[src/rtl/prefetch_buffer_if.sv]
// prefetch_buffer_if: redirect, memory and decode-side signals of the prefetch buffer
interface prefetch_buffer_if #(
  parameter int DATA_WIDTH = 32,
  parameter int ADDR_WIDTH = 32
);
  logic                  redirect;
  logic [ADDR_WIDTH-1:0] redirect_pc;
  logic                  hold;
  logic                  mem_req;
  logic [ADDR_WIDTH-1:0] mem_addr;
  logic                  mem_ready;
  logic                  mem_valid;
  logic [DATA_WIDTH-1:0] mem_data;
  logic                  out_valid;
  logic [DATA_WIDTH-1:0] out_instruction;
  logic [ADDR_WIDTH-1:0] out_pc;
  logic                  flushing;
  modport master (
    input  redirect, redirect_pc, hold, mem_ready, mem_valid, mem_data,
    output mem_req, mem_addr, out_valid, out_instruction, out_pc, flushing
  );
  modport slave (
    output redirect, redirect_pc, hold, mem_ready, mem_valid, mem_data,
    input  mem_req, mem_addr, out_valid, out_instruction, out_pc, flushing
  );
endinterface

[src/rtl/prefetch_buffer.sv]
// prefetch_buffer: credit-limited instruction prefetch queue with redirect flush.
// Define PREFETCH_BYPASS_EN to present a response on the empty-queue cycle it arrives.
module prefetch_buffer #(
  parameter int                   DATA_WIDTH  = 32,
  parameter int                   ADDR_WIDTH  = 32,
  parameter int                   DEPTH       = 4,
  parameter int                   INSTR_BYTES = 4,
  parameter logic [ADDR_WIDTH-1:0] RESET_PC   = '0,
  parameter logic [DATA_WIDTH-1:0] NOP_WORD   = '0
) (
  input logic                clock,
  input logic                reset,
  prefetch_buffer_if.master  bus
);
  localparam int CW = $clog2(DEPTH + 1);
  localparam int PW = $clog2(DEPTH);
  localparam logic [ADDR_WIDTH-1:0] STEP = ADDR_WIDTH'(INSTR_BYTES);
  logic [DATA_WIDTH-1:0] instr_q [DEPTH];
  logic [ADDR_WIDTH-1:0] pc_q [DEPTH];
  logic [ADDR_WIDTH-1:0] fetch_pc, resp_pc;
  logic [PW-1:0]         rd_ptr, wr_ptr;
  logic [CW-1:0]         count, outstanding, stale;
  logic [CW:0]           used;
  logic                  accept, keep, push, pop, bypass, full_stale;
  always_comb begin
    used = {1'b0, count} + {1'b0, outstanding};
    bus.mem_req = !reset && !bus.redirect && used < (CW+1)'(DEPTH);
    bus.mem_addr = fetch_pc;
    accept = bus.mem_req && bus.mem_ready;
    full_stale = stale != '0;
    keep = bus.mem_valid && !bus.redirect && !full_stale;
    pop = count != '0 && !bus.hold && !bus.redirect;
`ifdef PREFETCH_BYPASS_EN
    bypass = keep && count == '0;
    push = keep && !(bypass && !bus.hold);
`else
    bypass = 1'b0;
    push = keep;
`endif
    bus.out_valid = count != '0 || bypass;
    bus.out_instruction = count != '0 ? instr_q[rd_ptr] : bypass ? bus.mem_data : NOP_WORD;
    bus.out_pc = count != '0 ? pc_q[rd_ptr] : bypass ? resp_pc : '0;
    bus.flushing = full_stale;
  end
  always_ff @(posedge clock) begin
    if (push) begin
      instr_q[wr_ptr] <= bus.mem_data;
      pc_q[wr_ptr] <= resp_pc;
    end
  end
  always_ff @(posedge clock) begin
    if (reset) begin
      fetch_pc <= RESET_PC;
      resp_pc <= RESET_PC;
      rd_ptr <= '0;
      wr_ptr <= '0;
      count <= '0;
      outstanding <= '0;
      stale <= '0;
    end else begin
      outstanding <= outstanding + CW'(accept) - CW'(bus.mem_valid);
      if (bus.redirect) begin
        // everything still in flight after this cycle's response belongs to the old stream
        fetch_pc <= bus.redirect_pc;
        resp_pc <= bus.redirect_pc;
        rd_ptr <= '0;
        wr_ptr <= '0;
        count <= '0;
        stale <= outstanding - CW'(bus.mem_valid);
      end else begin
        fetch_pc <= accept ? fetch_pc + STEP : fetch_pc;
        resp_pc <= keep ? resp_pc + STEP : resp_pc;
        wr_ptr <= wr_ptr + PW'(push);
        rd_ptr <= rd_ptr + PW'(pop);
        count <= count + CW'(push) - CW'(pop);
        stale <= stale - CW'(bus.mem_valid && full_stale);
      end
    end
  end
endmodule

[src/flat_wrapper.sv]
// flat-port wrapper written by rule: the top's interface ports become plain ports
module prefetch_buffer_flat 
#(
  parameter int                   DATA_WIDTH  = 32,
  parameter int                   ADDR_WIDTH  = 32,
  parameter int                   DEPTH       = 4,
  parameter int                   INSTR_BYTES = 4,
  parameter logic [ADDR_WIDTH-1:0] RESET_PC   = '0,
  parameter logic [DATA_WIDTH-1:0] NOP_WORD   = '0
)
  (clock, reset, bus_redirect, bus_redirect_pc, bus_hold, bus_mem_ready, bus_mem_valid, bus_mem_data, bus_mem_req, bus_mem_addr, bus_out_valid, bus_out_instruction, bus_out_pc, bus_flushing);
  prefetch_buffer_if #(.DATA_WIDTH(DATA_WIDTH), .ADDR_WIDTH(ADDR_WIDTH)) bus_i ();
  input logic clock;
  input logic reset;
  input wire logic [$bits(bus_i.redirect)-1:0] bus_redirect;
  input wire logic [$bits(bus_i.redirect_pc)-1:0] bus_redirect_pc;
  input wire logic [$bits(bus_i.hold)-1:0] bus_hold;
  input wire logic [$bits(bus_i.mem_ready)-1:0] bus_mem_ready;
  input wire logic [$bits(bus_i.mem_valid)-1:0] bus_mem_valid;
  input wire logic [$bits(bus_i.mem_data)-1:0] bus_mem_data;
  output wire logic [$bits(bus_i.mem_req)-1:0] bus_mem_req;
  output wire logic [$bits(bus_i.mem_addr)-1:0] bus_mem_addr;
  output wire logic [$bits(bus_i.out_valid)-1:0] bus_out_valid;
  output wire logic [$bits(bus_i.out_instruction)-1:0] bus_out_instruction;
  output wire logic [$bits(bus_i.out_pc)-1:0] bus_out_pc;
  output wire logic [$bits(bus_i.flushing)-1:0] bus_flushing;
  assign bus_i.redirect = bus_redirect;
  assign bus_i.redirect_pc = bus_redirect_pc;
  assign bus_i.hold = bus_hold;
  assign bus_i.mem_ready = bus_mem_ready;
  assign bus_i.mem_valid = bus_mem_valid;
  assign bus_i.mem_data = bus_mem_data;
  assign bus_mem_req = bus_i.mem_req;
  assign bus_mem_addr = bus_i.mem_addr;
  assign bus_out_valid = bus_i.out_valid;
  assign bus_out_instruction = bus_i.out_instruction;
  assign bus_out_pc = bus_i.out_pc;
  assign bus_flushing = bus_i.flushing;
  prefetch_buffer #(.DATA_WIDTH(DATA_WIDTH), .ADDR_WIDTH(ADDR_WIDTH), .DEPTH(DEPTH), .INSTR_BYTES(INSTR_BYTES), .RESET_PC(RESET_PC), .NOP_WORD(NOP_WORD)) u_core (.clock(clock), .reset(reset), .bus(bus_i));
endmodule
[config.mk]
export PLATFORM = sky130hd
export DESIGN_NAME = prefetch_buffer_flat
export DESIGN_NICKNAME = d
export VERILOG_FILES = /design/src/rtl/prefetch_buffer_if.sv /design/src/rtl/prefetch_buffer.sv /design/src/flat_wrapper.sv
export SDC_FILE = /design/constraint.sdc
export NUM_CORES = 1
export LEC_CHECK = 0
export ABC_AREA = 1
export CELL_PAD_IN_SITES_DETAIL_PLACEMENT = 0
export CELL_PAD_IN_SITES_GLOBAL_PLACEMENT = 1
export CORE_ASPECT_RATIO = 0.75
export CORE_MARGIN = 4
export CORE_UTILIZATION = 47
export CTS_CLUSTER_DIAMETER = 50
export DETAILED_ROUTE_END_ITERATION = 10
export GPL_ROUTABILITY_DRIVEN = 0
export PLACE_DENSITY = 0.81
export SKIP_CTS_REPAIR_TIMING = 1
export SLEW_MARGIN = 25
export SYNTH_ARGS = -nofsm -noshare
export SYNTH_HDL_FRONTEND = slang
export SYNTH_SLANG_ARGS = --single-unit
[constraint.sdc]
create_clock -name clock -period 20.7 [get_ports clock]
set_input_delay 6.21 -clock clock [delete_from_list [all_inputs] [get_ports clock]]
set_output_delay 6.21 -clock clock [all_outputs]
set_load 0.05 [all_outputs]
* Word level (Yosys, flattened, before mapping)
Memory sizes are Yosys's and may differ from the RTL's. A register that Yosys moved wholly into a read port is not among the register bits.
Index checks and enable logic that the tools add are counted.
** Word-level totals
- Output and inout port bits :: 99
- Memory bits (read-only) :: 0
- Memories :: 2
- RAM bits :: 256
- Bits in registers :: 77
- Latch bits :: 0
- Logic and storage cells :: 49
** Memory list
- u_core.instr_q :: depth 4, width 32, read ports 1, clocked after Yosys merged registers in 1, wr ports 1, RTL line prefetch_buffer.sv:18 : logic [DATA_WIDTH-1:0] instr_q [DEPTH];
- u_core.pc_q :: depth 4, width 32, read ports 1, clocked after Yosys merged registers in 1, wr ports 1, RTL line prefetch_buffer.sv:19 : logic [ADDR_WIDTH-1:0] pc_q [DEPTH];
** Operators by class
- Multiply operators :: 0
- Bitwise gates (word level) :: 0
- Order comparisons :: 1
- Mux-type cells :: 11
- Equal/unequal tests :: 0
- Reductions and logical operators :: 17
- Add/subtract/negate cells :: 11
- Shifts and indexed selects :: 0
- Div/mod/pow operators :: 0
** Operator list (count)
- $mux W32 :: 6
- $add A32 B3 Y32 const B :: 2
- $sub A3 B1 Y3 :: 4
- $logic_and A1 B1 Y1 :: 8
- $add A3 B1 Y3 :: 2
- $reduce_bool A3 Y1 :: 2
- $add A2 B1 Y2 :: 2
- $add A3 B3 Y4 :: 1
- $logic_not A1 Y1 :: 4
- $lt A4 B3 Y1 const B :: 1
- $mux W2 :: 2
- $reduce_bool A2 Y1 :: 2
- $mux W3 :: 1
- $mux W1 :: 2
- $reduce_or A2 Y1 :: 1

* Depth between registers and ports, before layout
Gate-level depths: netlist (run 1).
- Depth in word-level cells :: 6
- Gate-level depth with buffers :: 12
- Mapped depth without buffers :: 11

* Worst setup path after synthesis (run 1)
OpenSTA, ideal clock, no wires.
- Path kind :: input port to output port
- Start :: in reset
- End :: out bus_mem_req
- Slack :: 7.647 ns
- Data arrival time :: 6.843 ns
- Cell stages on the path :: 4
- Required time :: 14.490 ns
- Path through :: buf_6 -> nor2_8 -> nand2_2 -> nor2_4
** Between the ends
- Longest elaborated chain between the ends :: 3
** RTL lines
- start: declaration :: RTL line flat_wrapper.sv:14 : input logic reset;
- $logic_not A1 Y1 :: RTL line prefetch_buffer.sv:27 : bus.mem_req = !reset && !bus.redirect && used < (CW+1)'(DEPTH);
- $logic_and A1 B1 Y1 (2 in series) :: RTL line prefetch_buffer.sv:27
- end: declaration :: RTL line flat_wrapper.sv:21 : output wire logic [$bits(bus_i.mem_req)-1:0] bus_mem_req;
Every way passes these cells.

* Worst setup path after layout (run 1)
- Start :: in bus_redirect
- End :: out bus_mem_req
** Between the ends
- Longest elaborated chain between the ends :: 3
** RTL lines
- start: declaration :: RTL line flat_wrapper.sv:15 : input wire logic [$bits(bus_i.redirect)-1:0] bus_redirect;
- $logic_not A1 Y1 :: RTL line prefetch_buffer.sv:27
- $logic_and A1 B1 Y1 (2 in series) :: RTL line prefetch_buffer.sv:27
Every way passes these cells.

==> impl_metrics.toml, run 1 <==
[synthesis]
netlist_instances = 1556
ys_seq_elements = 333
yosysUniqueCellTypes = 38
ys_seq_area_share_pct = 62.4
syn-num-nets = 1642
synth_fa_ha_area_share_pct = 1.46
synth_ff_type = "edfxtp_1"
syn_area_um2 = 14800
async_flop_share_pct = 0
synth-simple-area-share_pct = 19.4
synth.most_common_cell = "nor2_1"
yosys_warnings = 0
synth_top_area_share_pct = 52.0
synth-compound-area-share_pct = 10.8
synth_edf_count = 256
synth_top_area_cell = "edfxtp_1"
netlist_top_cells_area = "edfxtp_1, dfxtp_1, nor2_1, nand2_1, o21ai_0"
yosys-top-cells-count = "nor2_1, edfxtp_1, nand2_1"
synth.area.mux_share_pct = 0
avgSynthCellArea_um2 = 9.50
synth_xor_area_share_pct = 1.30
synth_top_family_by_area = "simple AND/OR/NAND/NOR gates"

[routing]
drc = 0
wirelength_um = 37700
viasPerCell = 5.27
first_pass_iters = 6
routedWlPerCell_um = 17.7
dr_total_vias = 11208
ant_nets = 0
first_iter_violations = 1021

[sta]
setup_tns_ps = 0
min_period_ps = 14510
finClkSkew_ps = 13.1
fmax_mhz = 68.9
setup_viol = 0
slew_headroom_pct = 29.6
slew_violations = 0
worst_pin_slew_ps = 1050
rsz0062_at_grt = "no"
fin_crit_sh_pct = 70.1
hold_violations = 0

[global_routing]
grt_start_max_net_pins = 129
antenna_found_initial = 1
grt_pass1_wl_um = 58500
grt_pass1_vias = 10616
grt_util_all_layers_pct = 21.5
busiest_layer = "met2"
grt_remaining_overflow = 0
met1_usage_pct = 32.2
gr-usage-met2_pct = 32.5
grt_use_met3_pct = 3.65

[setup_path]
path_class = "primary input to primary output"
crit_end = "bus_mem_req"
cp.arrival_ps = 8300
worstReg2RegEnd = "u_core.instr_q[3][4]"
crit_start = "bus_redirect"
reg2reg_slack_ps = 17760
worstSetupStartpointType = "primary input"
cp.required_ps = 14490
end_kind = "primary output"
worstPathMaxFanout = 39
r2r.worst_path.cells = 6
reg2reg_from = "u_core.stale[2]"

[power_and_ir_drop]
ir_worst_vdd_v = 0.0000596
p_total_w = 0.00154
powerDensity_nw_per_um2 = 86.3
power_leakage_nw = 6.33

[cts]
ctsRootBufferMaster = "clkbuf_16"
clkTransAtPathRegs_ps = 60
insertion_delay_ps = 520
htree_num_levels = 2
clk_path_buf_depth = 3
cts_inserted_buffers = 35
clock-sinks = 333
cts_tree = "built"

[die]
die_x_um = 213
initial_utilization_pct = 48.4
coreArea_um2 = 30600
fp.dieArea_um2 = 34400
die_height_um = 162
ios = 169
row_count = 55

[final_layout]
layout-drive-gt1-share_pct = 4.97
n_antenna_cell = 0
synthToLayoutAreaGrowth_pct = 20.7
multi_input_area_um2 = 4900
seqCellArea_um2 = 9230
fin_nets = 1790
nFillCells = 2603

[status]
status = "complete, no violations"

[job]
maxCapViolations = 0

[placement]
post-dp-hpwl_um = 22700
port_buffers = 168

[worst_hold_path]
hold_class = "flip-flop to flip-flop"
## worst max-delay path, stage by stage
cell,delay (ps)
clkdlybuf4s50_1,390
buf_4,280
nor2_8,330
nand2_2,110
nor2_4,150
clkdlybuf4s50_1,820
## flip-flops by register name, indices dropped and copies added (netlist names)
signal               cells
u_core.wr_ptr            2
u_core.rd_ptr            2
u_core.count             3
u_core.instr_q         128
u_core.pc_q            128
u_core.stale             3
u_core.bus.mem_addr     32
u_core.resp_pc          32
u_core.outstanding       3
## worst min-delay path by stage
stage	cells past startpoint	endpoint	slack, ps	start
after floorplan	0	u_core.pc_q[0][0]	460	u_core.resp_pc[0]
after CTS	2	u_core.bus.mem_addr[0]	470	u_core.bus.mem_addr[0]
after detailed placement	2	u_core.bus.mem_addr[0]	450	u_core.bus.mem_addr[0]
final	2	u_core.bus.mem_addr[0]	460	u_core.bus.mem_addr[0]
after global placement	2	u_core.bus.mem_addr[1]	450	u_core.bus.mem_addr[1]
after global routing	2	u_core.bus.mem_addr[0]	490	u_core.bus.mem_addr[0]
## per-layer routing
layer | part of all wire (%) | vias to the layer above
li1 | - | 5569
met5 | 0.035 | -
met4 | 2.3 | 2
met1 | 48 | 5220
met3 | 6.4 | 63
met2 | 44 | 354
## where the power goes
| group | internal (W) | leakage, nW | switching, W | total, W |
|---|---|---|---|---|
| clock network | 0.000340 | 0.521 | 0.000253 | 0.000593 |
| logic | 0.0000578 | 2.83 | 0.000119 | 0.000177 |
| registers | 0.000747 | 2.98 | 0.0000232 | 0.000771 |
## through the flow
step | setup slack, ps | std cells | area, µm² | util, % | hold slack [ps]
after floorplan | 7650 | 1556 | 14800 | - | 460
after global placement | 6170 | 2066 | 16800 | 54.9 | 453
after detailed placement | 6180 | 2066 | 16800 | 54.9 | 451
after CTS | 6170 | 2128 | 17900 | 58.4 | 465
after global routing | 6090 | 2128 | 17900 | 58.4 | 486
final | 6190 | 2128 | 17900 | 58.4 | 461
## cell families (layout without fill, tap and decap cells)
group | after synthesis | count (layout)
compound gates | 312 | 312
xor+xnor | 22 | 22
fa+ha+maj | 16 | 16
buf+inv | 169 | 342
flops | 333 | 333
simple gates | 704 | 704
## layout by cell type (no fill, tap or decap), types with 5 or more instances in the layout
master,n
o21ai_0,167
inv_1,96
a21oi_1,117
nand3b_1,14
nor3_2,6
clkinv_2,5
xor2_1,12
dfxtp_1,75
clkbuf_16,35
ha_1,14
nor2_2,5
nor2_1,362
clkinv_1,7
nand3_1,45
nand4_1,12
nand2_1,248
clkdlybuf4s50_1,167
xnor2_1,10
buf_4,10
o21ai_1,7
edfxtp_1,256
clkbuf_1,8
a31oi_1,13
## final cells by class
type / count / share of cell area, %
flip-flops and latches: 333 / 51.7
multi-input cells: 1054 / 27.4
repair buffers: 179 / 9.88
clock buffers: 43 / 5.07
well taps: 399 / 2.80
inverters: 101 / 2.14
clock inverters: 19 / 0.946
Power figures use the tool's default switching activity.
==> run 2, diff against run 1 <==
- CORE_UTILIZATION: 47 -> 44
- PLACE_DENSITY: 0.81 -> 0.77
- clock period: 20.7 -> 15 ns (I/O delays scaled with it)
==> run 2 against run 1 <==
  * Register-to-register slack got worse by 5700 ps
  * Clock power rose by 50%
  * Core utilization fell by 3.3 points
  * Die area rose by 6.5%
  * Clock-buffer cell count rose by 4
  * Via count rose by 2.2%
  * Largest cell class unchanged
  * Worst setup slack got worse by 2300 ps
  * Total power rose by 43%
  * Cell area rose by 1.0%
==> impl_metrics.toml, run 2 (same netlist as run 1, synthesis figures left out) <==
[status]
status = "complete, no violations"

[die]
coreArea_um2 = 32700
die_height_um = 167
row_count = 57
ios = 169
die_x_um = 220
initial_utilization_pct = 45.2
fp.dieArea_um2 = 36600

[setup_path]
worstSetupStartpointType = "primary input"
critPathMaxStageDelay_ps = 820
cpMostUsedCell = "clkdlybuf4s50_1"
critPathTopFamily = "buffers and inverters"
worstReg2RegEnd = "u_core.count[2]"
path_cells = "clkdlybuf4s50_1 > buf_4 > nor2_8 > nand2_2 > nor2_4 > clkdlybuf4s50_1"
crit_start = "bus_redirect"
end_kind = "primary output"
cp.arrival_ps = 6630
reg2reg_slack_ps = 12040
r2r.worst_path.cells = 10
path_buf_inv = 3
reg2reg_from = "u_core.count[0]"
cp.required_ps = 10500
worstPathMaxFanout = 39
cp_slowest_cell = "clkdlybuf4s50_1"
path_class = "primary input to primary output"

[global_routing]
grt_pass1_wl_um = 62900
grt_start_max_net_pins = 93
antenna_found_initial = 0
grt_util_all_layers_pct = 21.9
grt_remaining_overflow = 0
grt_pass1_vias = 10917

[final_layout]
reg_top3 = "u_core.instr_q x128, u_core.pc_q x128"
fin_nets = 1795
n_antenna_cell = 0
layout_commonest_cell = "nor2_1"
final_cell_mix = "nor2_1, edfxtp_1, nand2_1"
final_cell_area_um2 = 18000
synthToLayoutAreaGrowth_pct = 22.0
layout-drive-gt1-share_pct = 5.36

[worst_hold_path]
hp-start = "u_core.bus.mem_addr[1]"
whs_endpoint = "u_core.bus.mem_addr[1]"
hold_path_depth = 2
hold_class = "flip-flop to flip-flop"

[sta]
fin_crit_sh_pct = 74.2
setup_tns_ps = 0
min_period_ps = 11130
setup_viol = 0
fin_ws_ps = 3870
slew_violations = 0
fmax_mhz = 89.8
finClkSkew_ps = 20.7
worst_pin_slew_ps = 1060
slew_headroom_pct = 29.2
hold_violations = 0
rsz0062_at_grt = "no"

[cts]
ctsRootBufferMaster = "clkbuf_16"
clk_path_buf_depth = 3
htree_num_levels = 2
insertion_delay_ps = 520
cts_tree = "built"
clkTransAtPathRegs_ps = 60
cts_inserted_buffers = 38
clock-sinks = 333

[routing]
routedWlPerCell_um = 18.8
drc = 0
first_iter_violations = 946
dr_total_vias = 11450
viasPerCell = 5.26
first_pass_iters = 4
ant_nets = 0
wirelength_um = 40900

[placement]
placedInstanceArea_um2 = 16800
post-place-ws_ps = 3880
post-dp-hpwl_um = 25900
port_buffers = 168

[power_and_ir_drop]
power_leakage_nw = 6.40
powerDensity_nw_per_um2 = 122
ir_worst_vdd_v = 0.0000675

[job]
maxCapViolations = 0
-- run 2: changes by cell type in the layout (fill, tap and decap cells not counted), sizes merged --
cell / change
clkinv: +1
buf: +2
clkinvlp: -2
clkbuf: +4
bufinv: +1
-- run 2: cell type report --
type                            instances  area, µm²
Multi-Input combinational cell       1054       4900
Clock inverter                         19        190
Clock buffer                           47       1010
Timing Repair Buffer                  181       1770
Tap cell                              442        553
Sequential cell                       333       9230
Fill cell                            2868      14700
Inverter                              101        382
-- run 2: worst max-delay path by stage --
stage	to	cells after the start
global placement	bus_mem_req	6
CTS	bus_mem_req	6
detailed placement	bus_mem_req	6
floorplan	u_core.instr_q[0][0]	4
global route	bus_mem_req	6
finish	bus_mem_req	6
-- run 2: worst register-to-register path: cells and delay by family (launching register included) --
family | cells | cell delay, ps
simple gates | 2 | 460
xor+xnor | 1 | 160
flops | 1 | 340
buf+inv | 2 | 740
fa+ha+maj | 3 | 940
compound gates | 2 | 200
-- run 2: routing by layer --
layer	global-route usage, %	part of all wire, %	vias up	routed length [µm]
met5	0	0	-	0
met4	4.61	1.3	0	514
met3	4.37	6.0	48	2450
met2	34.3	46	298	18700
met1	32.0	47	5536	19200
li1	-	-	5568	-
-- run 2: power breakdown --
group | switching (W) | internal [W] | total [W]
Sequential | 0.0000340 | 0.00103 | 0.00107
Combinational | 0.000166 | 0.0000799 | 0.000246
Clock | 0.000361 | 0.000530 | 0.000892
Total | 0.000562 | 0.00164 | 0.00220
-- run 2: per-stage QoR --
stage / std cells / hold WS (ps) / total power (W) / utilization, %
2_1_floorplan: 1556 / 460 / 0.00123 / -
3_3_place_gp: 2111 / 460 / 0.00133 / 51.4
3_5_place_dp: 2111 / 459 / 0.00133 / 51.4
4_1_cts: 2177 / 478 / 0.00222 / 55.1
5_1_grt: 2177 / 507 / 0.00229 / 55.1
6_report: 2177 / 477 / 0.00220 / 55.1
